### src/rtl/kyber_enc_pkg.sv
// Shared types and constants for the PKE encryption poly sequencer.
// State encoding plus the Kyber ring dimensions the sequencer walks.
package kyber_enc_pkg;

  localparam int KYBER_N_PAIRS = 128;
  localparam int K_MAX         = 4;
  localparam int NONCE_W       = 8;

  typedef enum logic [3:0] {
    S_IDLE,
    S_HASH_REQ,
    S_HASH_WAIT,
    S_LOAD,
    S_NTT_REQ,
    S_NTT_WAIT,
    S_DRAIN,
    S_NEXT,
    S_FIN
  } seq_state_t;

endpackage

### src/rtl/kyber_idx_counter.sv
// Coefficient-pair index counter with enable, clear and terminal count.
// Wraps to zero on the terminal transfer so load and drain can share it.
module kyber_idx_counter #(
  parameter int W   = 8,
  parameter int MAX = 128
) (
  input  logic         clk,
  input  logic         rst_n,
  input  logic         i_en,
  input  logic         i_clr,
  output logic [W-1:0] o_cnt,
  output logic         o_tc
);

  logic [W-1:0] r_cnt;

  assign o_cnt = r_cnt;
  assign o_tc  = (r_cnt == W'(MAX - 1));

  always_ff @(posedge clk or negedge rst_n) begin
    if (!rst_n) begin
      r_cnt <= '0;
    end else if (i_clr) begin
      r_cnt <= '0;
    end else if (i_en) begin
      r_cnt <= o_tc ? '0 : r_cnt + 1'b1;
    end
  end

endmodule

### src/rtl/kyber_enc_poly_seq.sv
// Per-polynomial sequencer: hash request, pair load, optional NTT, drain.
// Generates nonce, pair and poly indices for the encryption datapath.
module kyber_enc_poly_seq
  import kyber_enc_pkg::*;
#(
  parameter int K       = K_MAX,
  parameter int N_PAIRS = KYBER_N_PAIRS,
  parameter int IDX_W   = 8,
  parameter int KW      = 3
) (
  input  logic               clk,
  input  logic               reset,
  input  logic               set,
  input  logic               start,
  input  logic [KW-1:0]      k_sel,
  input  logic [NONCE_W-1:0] nonce_base,
  input  logic [K-1:0]       bypass_mask,
  output logic               hash_start,
  output logic [NONCE_W-1:0] hash_nonce,
  input  logic               hash_done,
  input  logic               src_valid,
  output logic               src_ready,
  output logic [IDX_W-1:0]   load_index,
  output logic               ntt_start,
  input  logic               ntt_done,
  output logic               dst_valid,
  input  logic               dst_ready,
  output logic [IDX_W-1:0]   dst_index,
  output logic [KW-1:0]      dst_k,
  output logic               busy,
  output logic               done,
  output logic               err
);

  seq_state_t         r_state;
  seq_state_t         w_next;
  logic [KW-1:0]      r_k;
  logic [KW-1:0]      r_poly;
  logic [NONCE_W-1:0] r_base;
  logic [K-1:0]       r_mask;
  logic               r_err;
  logic [IDX_W-1:0]   w_pair;
  logic               w_tc;
  logic               w_kok;
  logic               w_byp;
  logic [K-1:0]       w_msh;
  logic               w_load_fire;
  logic               w_drain_fire;
  logic               w_launch;

  assign w_kok  = (k_sel != '0) && (k_sel <= KW'(K));
  assign w_msh  = r_mask >> r_poly;
  assign w_byp  = w_msh[0];
  assign w_launch = set && (r_state == S_IDLE) && start;

  // All handshake/pulse outputs are gated by set so nothing fires while frozen.
  assign busy       = (r_state != S_IDLE);
  assign hash_start = set && (r_state == S_HASH_REQ);
  assign ntt_start  = set && (r_state == S_NTT_REQ);
  assign done       = set && (r_state == S_FIN);
  assign src_ready  = set && (r_state == S_LOAD);
  assign dst_valid  = set && (r_state == S_DRAIN);
  assign load_index = (r_state == S_LOAD)  ? w_pair : '0;
  assign dst_index  = (r_state == S_DRAIN) ? w_pair : '0;
  assign dst_k      = (r_state == S_DRAIN) ? r_poly : '0;
  assign hash_nonce = r_base + NONCE_W'(r_poly);
  assign err        = r_err;

  assign w_load_fire  = src_ready && src_valid;
  assign w_drain_fire = dst_valid && dst_ready;

  kyber_idx_counter #(
    .W   (IDX_W),
    .MAX (N_PAIRS)
  ) u_pair (
    .clk   (clk),
    .rst_n (reset),
    .i_en  (w_load_fire || w_drain_fire),
    .i_clr (w_launch),
    .o_cnt (w_pair),
    .o_tc  (w_tc)
  );

  always_comb begin
    w_next = r_state;
    unique case (r_state)
      S_IDLE:      if (start && w_kok) w_next = S_HASH_REQ;
      S_HASH_REQ:  w_next = S_HASH_WAIT;
      S_HASH_WAIT: if (hash_done) w_next = S_LOAD;
      S_LOAD:
        if (src_valid && w_tc)
          w_next = w_byp ? S_DRAIN : S_NTT_REQ;
      S_NTT_REQ:   w_next = S_NTT_WAIT;
      S_NTT_WAIT:  if (ntt_done) w_next = S_DRAIN;
      S_DRAIN:     if (dst_ready && w_tc) w_next = S_NEXT;
      S_NEXT:
        w_next = (r_poly == r_k - 1'b1) ? S_FIN : S_HASH_REQ;
      S_FIN:       w_next = S_IDLE;
      default:     w_next = S_IDLE;
    endcase
  end

  always_ff @(posedge clk or negedge reset) begin
    if (!reset) begin
      r_state <= S_IDLE;
    end else if (set) begin
      r_state <= w_next;
    end
  end

  always_ff @(posedge clk or negedge reset) begin
    if (!reset) begin
      r_k    <= '0;
      r_poly <= '0;
      r_base <= '0;
      r_mask <= '0;
      r_err  <= 1'b0;
    end else if (set) begin
      if (r_state == S_IDLE && start) begin
        if (w_kok) begin
          r_k    <= k_sel;
          r_base <= nonce_base;
          r_mask <= bypass_mask;
          r_poly <= '0;
        end else begin
          r_err  <= 1'b1;
        end
      end else if (r_state == S_NEXT) begin
        r_poly <= r_poly + 1'b1;
      end
    end
  end

endmodule

### config.mk
export PLATFORM = sky130hd
export DESIGN_NAME = kyber_enc_poly_seq
export DESIGN_NICKNAME = d
export VERILOG_FILES = /design/src/rtl/kyber_enc_pkg.sv /design/src/rtl/kyber_idx_counter.sv /design/src/rtl/kyber_enc_poly_seq.sv
export SDC_FILE = /design/constraint.sdc
export NUM_CORES = 1
export LEC_CHECK = 0
export CORE_MARGIN = 10
export CORE_UTILIZATION = 57
export CTS_CLUSTER_SIZE = 30
export DETAILED_ROUTE_END_ITERATION = 8
export DONT_BUFFER_PORTS = 1
export MAX_ROUTING_LAYER = met4
export PLACE_DENSITY = 0.77
export SYNTH_ARGS = -nofsm -noshare
export SYNTH_HDL_FRONTEND = slang
export SYNTH_SLANG_ARGS = --single-unit
### constraint.sdc
create_clock -name clk -period 2 [get_ports clk]
set_input_delay 0.4 -clock clk [delete_from_list [all_inputs] [get_ports clk]]
set_output_delay 0.4 -clock clk [all_outputs]
set_load 0.02 [all_outputs]
* Word-level counts from Yosys, hierarchy flattened *
Index checks and enable logic that the tools add are counted.

cells by class
  add/subtract/negate cells = 4
  multiply operators = 0
  div/mod/pow operators = 0
  $lt $le $gt $ge = 1
  equal/unequal tests = 16
  shift operators = 1
  muxes and demuxes = 17
  bitwise logic cells = 1
  reductions and logical operators = 24

operators with widths
  cell                 number
  $mux 8               5
  $pmux 4 s8           1
  $mux 4               6
  $eq 4x3->1 const B   4
  $logic_and 1x1->1    14
  $mux 3               4
  $reduce_and 3->1     3
  $add 8x1->8 const B  1
  $add 8x3->8          1
  $eq 4x2->1 const B   2
  $eq 8x7->1 const B   1
  $ne 2x2->1 const B   4
  $reduce_and 6->1     1
  $eq 4x1->1 const B   1
  $eq 4x4->1 const B   1
  $logic_not 4->1      1
  $ne 2x1->1 const B   2
  $reduce_bool 2->1    2
  $reduce_bool 4->1    1
  $shr 4x3->1          1
  $add 3x1->3 const B  1
  $eq 3x3->1           1
  $le 3x3->1 const B   1
  $reduce_bool 3->1    1
  4 further kinds      4

storage, ports and cells
  register bits = 31
  latch bits = 0
  bits in writable memories = 0
  bits in read-only memories = 0
  input port bits = 23
  output and inout port bits = 34
  word-level logic and storage cells = 71
  memories = 0

* Logic depth before layout (Yosys ltp) *
Gate-level depths: netlist (run 1).

  depth in word-level cells = 6
  gate-level depth with buffers = 7
  gate-level depth less buffers = 7

* Modules after synthesis *
A second synthesis (run 1) with hierarchy kept.

second synthesis, totals
  cell total of the unflattened synthesis = 194
  area, all modules = 1996.9 um2

by module, submodules not included
  module              times used  cells each  area each (um2)  sequential area each (um2)
  kyber_enc_poly_seq  1           150         1569.0           575.6
  kyber_idx_counter   1           44          427.9            200.2

* Least setup slack after synthesis (run 1) *
Ideal clock, no wire load.

  kind = register -> output
  start = register r_poly[0]
  end = output hash_nonce[6]
  arrival = 1.781 ns
  required time = 1.600 ns
  slack = -0.181 ns
  cell stages (with the launch flop) = 8
  buffers on the path = 0
  cell sequence = dfrtp_1 ha_1 inv_1 fa_1 nor2b_1 o21ai_0 nor2_1 xor2_1

on the way
  cells in the longest elaborated chain, start to end = 1

RTL lines
  item                    RTL line                   text
  start, declared         kyber_enc_poly_seq.sv:38   logic [KW-1:0] r_poly;
  start signal, assigned  kyber_enc_poly_seq.sv:129  r_poly <= r_poly + 1'b1;
  $add 8x3->8             kyber_enc_poly_seq.sv:66   assign hash_nonce = r_base + NONCE_W'(r_poly);
  end, declared           kyber_enc_poly_seq.sv:19   output logic [NONCE_W-1:0] hash_nonce,

Every way passes these cells.

* Worst setup path in the final report (run 1) *
  start = register r_base[0]
  end = output hash_nonce[6]

on the way
  cells in the longest elaborated chain, start to end = 1

RTL lines
  item                    RTL line                   text
  start, declared         kyber_enc_poly_seq.sv:39   logic [NONCE_W-1:0] r_base;
  start signal, assigned  kyber_enc_poly_seq.sv:122  r_base <= nonce_base;
  $add 8x3->8             kyber_enc_poly_seq.sv:66

Every way passes these cells.

==> results of run 1 <==
## state kept, by name, indices dropped and copies added (netlist names)
| name | count |
|---|---|
| err | 1 |
| r_base | 8 |
| r_k | 3 |
| r_mask | 4 |
| r_poly | 3 |
| r_state | 4 |
| u_pair.o_cnt | 8 |
## power breakdown
| part | switching (W) | internal, W | total [W] |
|---|---|---|---|
| clock network | 0.000219 | 0.000170 | 0.000389 |
| registers | 0.000289 | 0.000874 | 0.00116 |
| logic | 0.00107 | 0.00104 | 0.00211 |
## cell usage in the layout (no fill, tap or decap), types with 6 or more instances in the layout
cell type / count
mux2_2: 7
xnor2_1: 11
and2_4: 11
buf_4: 35
a21oi_1: 10
dfrtp_1: 26
nor2_1: 10
mux2_1: 8
and2_2: 10
nand2_1: 11
inv_1: 6
## logic make-up (layout without fill, tap and decap cells)
family	after synthesis	count (layout)	share of synthesized area [%]
xor+xnor	15	15	6.836
compound gates	25	25	8.594
buf+inv	15	56	3.190
mux	19	19	12.04
flops	31	31	40.36
simple gates	81	81	24.02
fa+ha+maj	7	7	4.948
## worst register-to-register path, delay by kind of cell, from the launching register on
kind,cells,cell delay (ps)
and+or+nand+nor,3,660
DFF,1,490
muxes,1,310
AOI/OAI and AO/OA,1,250
buffers and inverters,1,140
## how the worst min path moves through the flow
stage / end / depth (start not counted) / slack (ps) / start
2_1_floorplan: err$_DFFE_PN0P_ / 0 / 100 / reset
3_3_place_gp: r_state[0]$_DFFE_PN0P_ / 0 / 110 / reset
3_5_place_dp: r_state[3]$_DFFE_PN0P_ / 0 / 110 / reset
4_1_cts: r_mask[2]$_DFFE_PN0P_ / 1 / 180 / bypass_mask[2]
5_1_grt: r_base[0]$_DFFE_PN0P_ / 1 / 170 / nonce_base[0]
6_report: r_mask[2]$_DFFE_PN0P_ / 1 / 190 / bypass_mask[2]
## stage by stage
step | area (sq um) | utilization, % | total power, W | setup TNS [ps]
3_5_place_dp | 2182 | 66.44 | 0.002883 | -34.80
4_1_cts | 2331 | 70.97 | 0.003385 | -1517
3_3_place_gp | 2182 | 66.44 | 0.002808 | 0
6_report | 2496 | 76.00 | 0.003664 | -1440
5_1_grt | 2496 | 76.00 | 0.003918 | -2620
2_1_floorplan | 1946 | - | 0.002336 | 0
## routing by layer
metal	track usage [%]	part of all wire (%)	vias to the layer above
li1	-	-	744
met3	6.036	7.1	11
met4	6.631	2.1	0
met2	26.48	51	60
met1	17.67	40	804
met5	-	0	-
## area by class of cell
type,count,area [sq um],share of cell area [%]
repair buffers,40,320.3,12.83
clock buffers,7,55.05,2.206
clock inverters,1,5.005,0.2005
inverters,8,30.03,1.203
flip-flops and latches,31,782.0,31.33
well taps,46,57.56,2.306
multi-input cells,147,1246,49.93
## repair_timing
item,in CTS,in global routing
endpoints found under the setup margin,28,42
gates cloned,0,1
pin swaps,1,10
gates resized for setup,21,37
endpoints found under the hold margin,31,0
setup buffers,3,6
hold buffers,2,0
==> flow_metrics.py, run 1 <==
metrics = {
    "grt": {
        "grt_pass1_wl_um": 7886,
        "track_usage_pct": 16.29,
        "grt_max_degree": 32,
        "gr-total-overflow": 0,
        "grt_pass1_vias": 1620,
        "antenna_found_initial": 0,
    },
    "floorplan": {
        "die-height_um": 78.07,
        "ioPinCount": 57,
        "num_rows": 21,
        "design.die.area_sq_um": 6094,
        "die_w_um": 78.07,
        "core-area_sq_um": 3284,
        "start_util_pct": 58.51,
    },
    "run_status": {
        "violations": "setup timing",
        "status": "finished with violations",
    },
    "setup_path": {
        "cp_top_family": "adder cells",
        "rr_endpoint": "r_state[0]$_DFFE_PN0P_",
        "start_kind": "flip-flop",
        "regToRegSetupSlack_ps": 60,
        "end_kind": "output port",
        "startpoint": "r_base[0]$_DFFE_PN0P_",
        "reg2reg_from": "r_state[1]$_DFFE_PN0P_",
        "cp_num_buf_inv": 1,
        "cp.depth": 7,
        "cp.arrival_ps": 1950,
        "reg2reg_depth": 6,
        "crit_type": "flip-flop to output port",
        "cp.required_ps": 1600,
        "critPathMaxStageDelay_ps": 390,
        "crit_end": "hash_nonce[6]",
        "path_cells": "ha_4 > inv_2 > fa_2 > nor2b_2 > o21ai_2 > nor2_2 > xor2_2",
        "worstPathMaxFanout": 2,
        "cp_slowest_cell": "dfrtp_1",
    },
    "logic_synthesis": {
        "ys.flop_type": "dfrtp_1",
        "ys_ff_latch": 31,
        "yosysWarnings": 0,
        "synth.most_common_cell": "dfrtp_1",
        "synth_edf_count": 0,
        "ys_seq_area_share_pct": 40.36,
        "syn_nets": 223,
        "synth_commonest_cells": "dfrtp_1 (31), and2_1 (18), nand2_1 (12), nor2_1 (12), xnor2_1 (12)",
        "synth_area_leader_cell": "dfrtp_1",
        "syn_inst": 193,
        "syn_area_sq_um": 1922,
        "synth_top_area_share_pct": 40.36,
        "synthTopCellsByArea": "dfrtp_1 (40%), and2_1 (5.9%), xnor2_1 (5.5%), mux2_1 (4.7%), mux2_2 (4.1%)",
        "yosysUniqueCellTypes": 42,
        "synthArstFlopShare_pct": 100.0,
        "syn_avg_cell_area_sq_um": 9.958,
    },
    "layout": {
        "drive_gt1_share_pct": 46.15,
        "instances_no_fill": 280,
        "nNetsFinal": 263,
        "syn_to_final_growth_pct": 29.88,
        "fill_cells": 228,
        "n_antenna_cell": 0,
    },
    "flow_run": {
        "cap_violations": 0,
    },
    "clock_network": {
        "h-tree-depth": 2,
        "cts.sinks": 31,
        "cts_buffer_depth": 2,
        "cts_tree": "yes",
        "clockRootBuffer": "clkbuf_4",
        "insertion_delay_ps": 340,
        "clk_pin_slew_ps": 90,
        "cts_made_buffers": 5,
    },
    "sta": {
        "fin_crit_sh_pct": 117.3,
        "hold_violations": 0,
        "layout_setup_ws_ps": -346.8,
        "min_period_ps": 2347,
        "finalMaxSlewViolations": 0,
        "fmax_mhz": 426.1,
        "relSlewSlack_pct": 65.59,
        "tightest_slew_ps": 512.5,
        "rsz0062_at_grt": "true",
        "finClkSkew_ps": 9.016,
        "hold-worst-slack_ps": 194.7,
        "setup_violations": 6,
    },
    "placement": {
        "gp_congestion": 0.8192,
        "portBuffers": 0,
        "dpl.cell_count": 260,
        "place_ws_ps": -34.80,
        "dpl.hpwl_um": 3592,
    },
    "pwr": {
        "p_per_area_nw_per_um2": 1468,
        "vdd_drop_max_uv": 1034,
        "power_leakage_nw": 1.121,
    },
    "drt": {
        "via_count": 1619,
        "postRouteAntennaNets": 0,
        "via_per_inst": 5.782,
        "drtIter0Drc": 85,
        "firstDrtPassIters": 4,
        "drc": 0,
        "finalWirelength_um": 5104,
        "wl_per_cell_um": 18.23,
    },
    "worst_hold_path": {
        "hold_class": "input port to flip-flop",
    },
}
(Power assumes the default switching activity.)
==> inputs of run 2 (changes only) <==
Settings changed: SYNTH_HIERARCHICAL set to 1.
==> run 2 against run 1 <==
  * Sequential share of layout area down 0.23 points
  * Largest cell class unchanged
  * Critical path depth unchanged
  * Maximum frequency up 0.30%
  * Register-to-register slack worse by 60 ps
  * Setup slack better by 7.0 ps
  * Largest power group unchanged
  * Critical path type unchanged
  * The run still ends with setup timing left
  * Sequential power down 7%
==> flow_metrics.py, run 2 <==
metrics = {
    "logic_synthesis": {
        "synth_commonest_cells": "dfrtp_1 (31), mux2_1 (15), and2_1 (12), inv_1 (12), nor2_1 (12)",
        "yosysUniqueCellTypes": 54,
        "syn_inst": 194,
        "ys_seq_area_share_pct": 38.85,
        "ys_ff_latch": 31,
        "yosysWarnings": 6,
        "syn_nets": 224,
        "ys.flop_type": "dfrtp_1",
        "synth_edf_count": 0,
        "synthTopCellsByArea": "dfrtp_1 (39%), mux2_1 (8.5%), xnor2_1 (4.4%), and2_1 (3.8%), ha_1 (3.8%)",
        "syn_avg_cell_area_sq_um": 10.29,
        "syn_area_sq_um": 1997,
        "synth.most_common_cell": "dfrtp_1",
        "synth_area_leader_cell": "dfrtp_1",
        "synth_top_area_share_pct": 38.85,
        "synthArstFlopShare_pct": 100.0,
    },
    "sta": {
        "relSlewSlack_pct": 71.28,
        "hold-worst-slack_ps": 195.3,
        "layout_setup_ws_ps": -339.8,
        "hold_violations": 0,
        "min_period_ps": 2340,
        "fmax_mhz": 427.4,
        "fin_crit_sh_pct": 117.0,
        "setup_violations": 6,
        "tightest_slew_ps": 429.2,
        "finClkSkew_ps": 7.297,
        "rsz0062_at_grt": "true",
        "finalMaxSlewViolations": 0,
    },
    "placement": {
        "gp_congestion": 0.9119,
        "place_ws_ps": -78.46,
        "dpl.hpwl_um": 3825,
        "dpl-instance-area_sq_um": 2221,
        "portBuffers": 0,
        "dpl.cell_count": 257,
    },
    "layout": {
        "final_util_pct": 74.40,
        "final_common_cell": "buf_4",
        "syn_to_final_growth_pct": 25.31,
        "instances_no_fill": 278,
        "final_cell_mix": "buf_4 (36), dfrtp_1 (29), mux2_1 (15)",
        "fin_area_sq_um": 2502,
        "n_antenna_cell": 0,
        "nNetsFinal": 261,
        "drive_gt1_share_pct": 37.07,
    },
    "setup_path": {
        "critPathMaxStageDelay_ps": 410,
        "path_cells": "ha_1 > a21o_1 > a21oi_2 > nor2_2 > nand3_1 > xnor2_2 > buf_4",
        "cp.arrival_ps": 1940,
        "startpoint": "r_base[1]$_DFFE_PN0P_",
        "cp_top_family": "flip-flops",
        "cp_slowest_cell": "dfrtp_1",
        "worstPathMaxFanout": 3,
        "start_kind": "flip-flop",
        "crit_type": "flip-flop to output port",
        "cp.required_ps": 1600,
        "reg2reg_depth": 8,
        "cp.depth": 7,
        "rr_endpoint": "r_state[2]$_DFFE_PN0P_",
        "end_kind": "output port",
        "cp_num_buf_inv": 1,
        "regToRegSetupSlack_ps": 0,
        "reg2reg_from": "u_pair/o_cnt[0]$_DFFE_PN0P_",
        "crit_end": "hash_nonce[7]",
    },
    "drt": {
        "met2_length_um": 2689,
        "wl_met1_um": 2011,
        "drtIter0Drc": 131,
        "dr_wl_met3_um": 353,
        "via_count": 1612,
        "wl_per_cell_um": 18.39,
        "firstDrtPassIters": 4,
        "via_per_inst": 5.799,
        "postRouteAntennaNets": 0,
        "finalWirelength_um": 5112,
        "drc": 0,
        "dr.max_layer_used": "met4",
    },
    "clock_network": {
        "cts_tree": "yes",
        "cts_buffer_depth": 2,
        "clk_pin_slew_ps": 100,
        "cts.sinks": 31,
        "h-tree-depth": 2,
        "cts_made_buffers": 5,
        "clockRootBuffer": "clkbuf_4",
        "insertion_delay_ps": 320,
    },
    "floorplan": {
        "design.die.area_sq_um": 6271,
        "num_rows": 21,
        "core-area_sq_um": 3363,
        "die_w_um": 79.19,
        "ioPinCount": 57,
        "start_util_pct": 59.37,
        "die-height_um": 79.19,
    },
    "grt": {
        "grt_pass1_wl_um": 8286,
        "antenna_found_initial": 0,
        "gr-total-overflow": 0,
        "grt_max_degree": 32,
        "track_usage_pct": 16.93,
        "grt_pass1_vias": 1703,
    },
    "pwr": {
        "power_leakage_nw": 1.192,
        "p_per_area_nw_per_um2": 1380,
        "vdd_drop_max_uv": 883.5,
    },
    "run_status": {
        "violations": "setup timing",
        "status": "finished with violations",
    },
    "worst_hold_path": {
        "hold_class": "input port to flip-flop",
    },
    "flow_run": {
        "cap_violations": 0,
    },
}
-- run 2: changes by cell type after synthesis, sizes merged, moves of 3 or more --
cell and delta:
inv +4, nand2 -3, and3 +5, o21ai +4
buf +3, nor4b -3, and2 -7
-- run 2: metrics by stage --
step	power (W)	setup TNS [ps]
floorplan	0.002272	0
global placement	0.002710	0
detailed placement	0.002802	-217.1
CTS	0.003315	-1225
global route	0.003699	-2226
finish	0.003452	-1477
-- run 2: kinds of logic (layout without fill, tap and decap cells) --
group                      Yosys count  after routing  synth area share, %
xor gates and xnor gates            15             15                6.955
muxes                               18             18                10.59
DFF                                 31             31                38.85
and+or+nand+nor                     71             71                21.18
adders and majority gates            7              7                4.762
buffers and inverters               22             60                5.701
AOI/OAI and AO/OA                   30             30                11.97
-- run 2: layout make-up --
| cell class | instances | area [sq um] |
|---|---|---|
| Multi-Input combinational cell | 141 | 1239 |
| Fill cell | 257 | 860.8 |
| Sequential cell | 31 | 778.2 |
| Timing Repair Buffer | 40 | 322.8 |
| Tap cell | 46 | 57.56 |
| Clock buffer | 7 | 55.05 |
| Inverter | 12 | 45.04 |
| Clock inverter | 1 | 5.005 |
-- run 2: worst reg2reg max path, cell delays in order, from the launching register on --
cell and delay, ps:
dfrtp_1 370, ha_2 190, nand4_1 180, nor3_4 240, a21boi_4 90, a2111oi_4 320
buf_4 210, mux2i_1 210, o21ai_1 90
-- run 2: worst min-delay path by stage --
stage | startpoint | to | slack, ps | cells past startpoint
5_1_grt | k_sel[1] | r_k[1]$_DFFE_PN0P_ | 180 | 1
3_3_place_gp | reset | r_mask[3]$_DFFE_PN0P_ | 110 | 0
3_5_place_dp | reset | r_k[1]$_DFFE_PN0P_ | 110 | 0
6_report | nonce_base[3] | r_base[3]$_DFFE_PN0P_ | 200 | 1
2_1_floorplan | reset | err$_DFFE_PN0P_ | 100 | 0
4_1_cts | nonce_base[2] | r_base[2]$_DFFE_PN0P_ | 180 | 1
-- run 2: where the power goes --
part	internal, W	leakage, nW	switching, W	total [W]
logic	0.000969	0.750	0.00101	0.00198
registers	0.000860	0.407	0.000225	0.00108
clock network	0.000170	0.0353	0.000214	0.000384
total	0.00200	1.19	0.00145	0.00345
-- run 2: timing repair --
action | in CTS | in global routing
buffers inserted | 5 | 6
endpoints found under the hold margin | 31 | 0
endpoints found under the setup margin | 11 | 31
pin swaps | 14 | 10
hold buffers | 2 | 0
gates resized for setup | 12 | 17
-- run 2: per-layer routing --
metal	GRT usage (%)	vias up
li1	-	753
met1	17.69	796
met2	29.12	57
met3	6.081	6
met4	5.376	0
met5	-	-
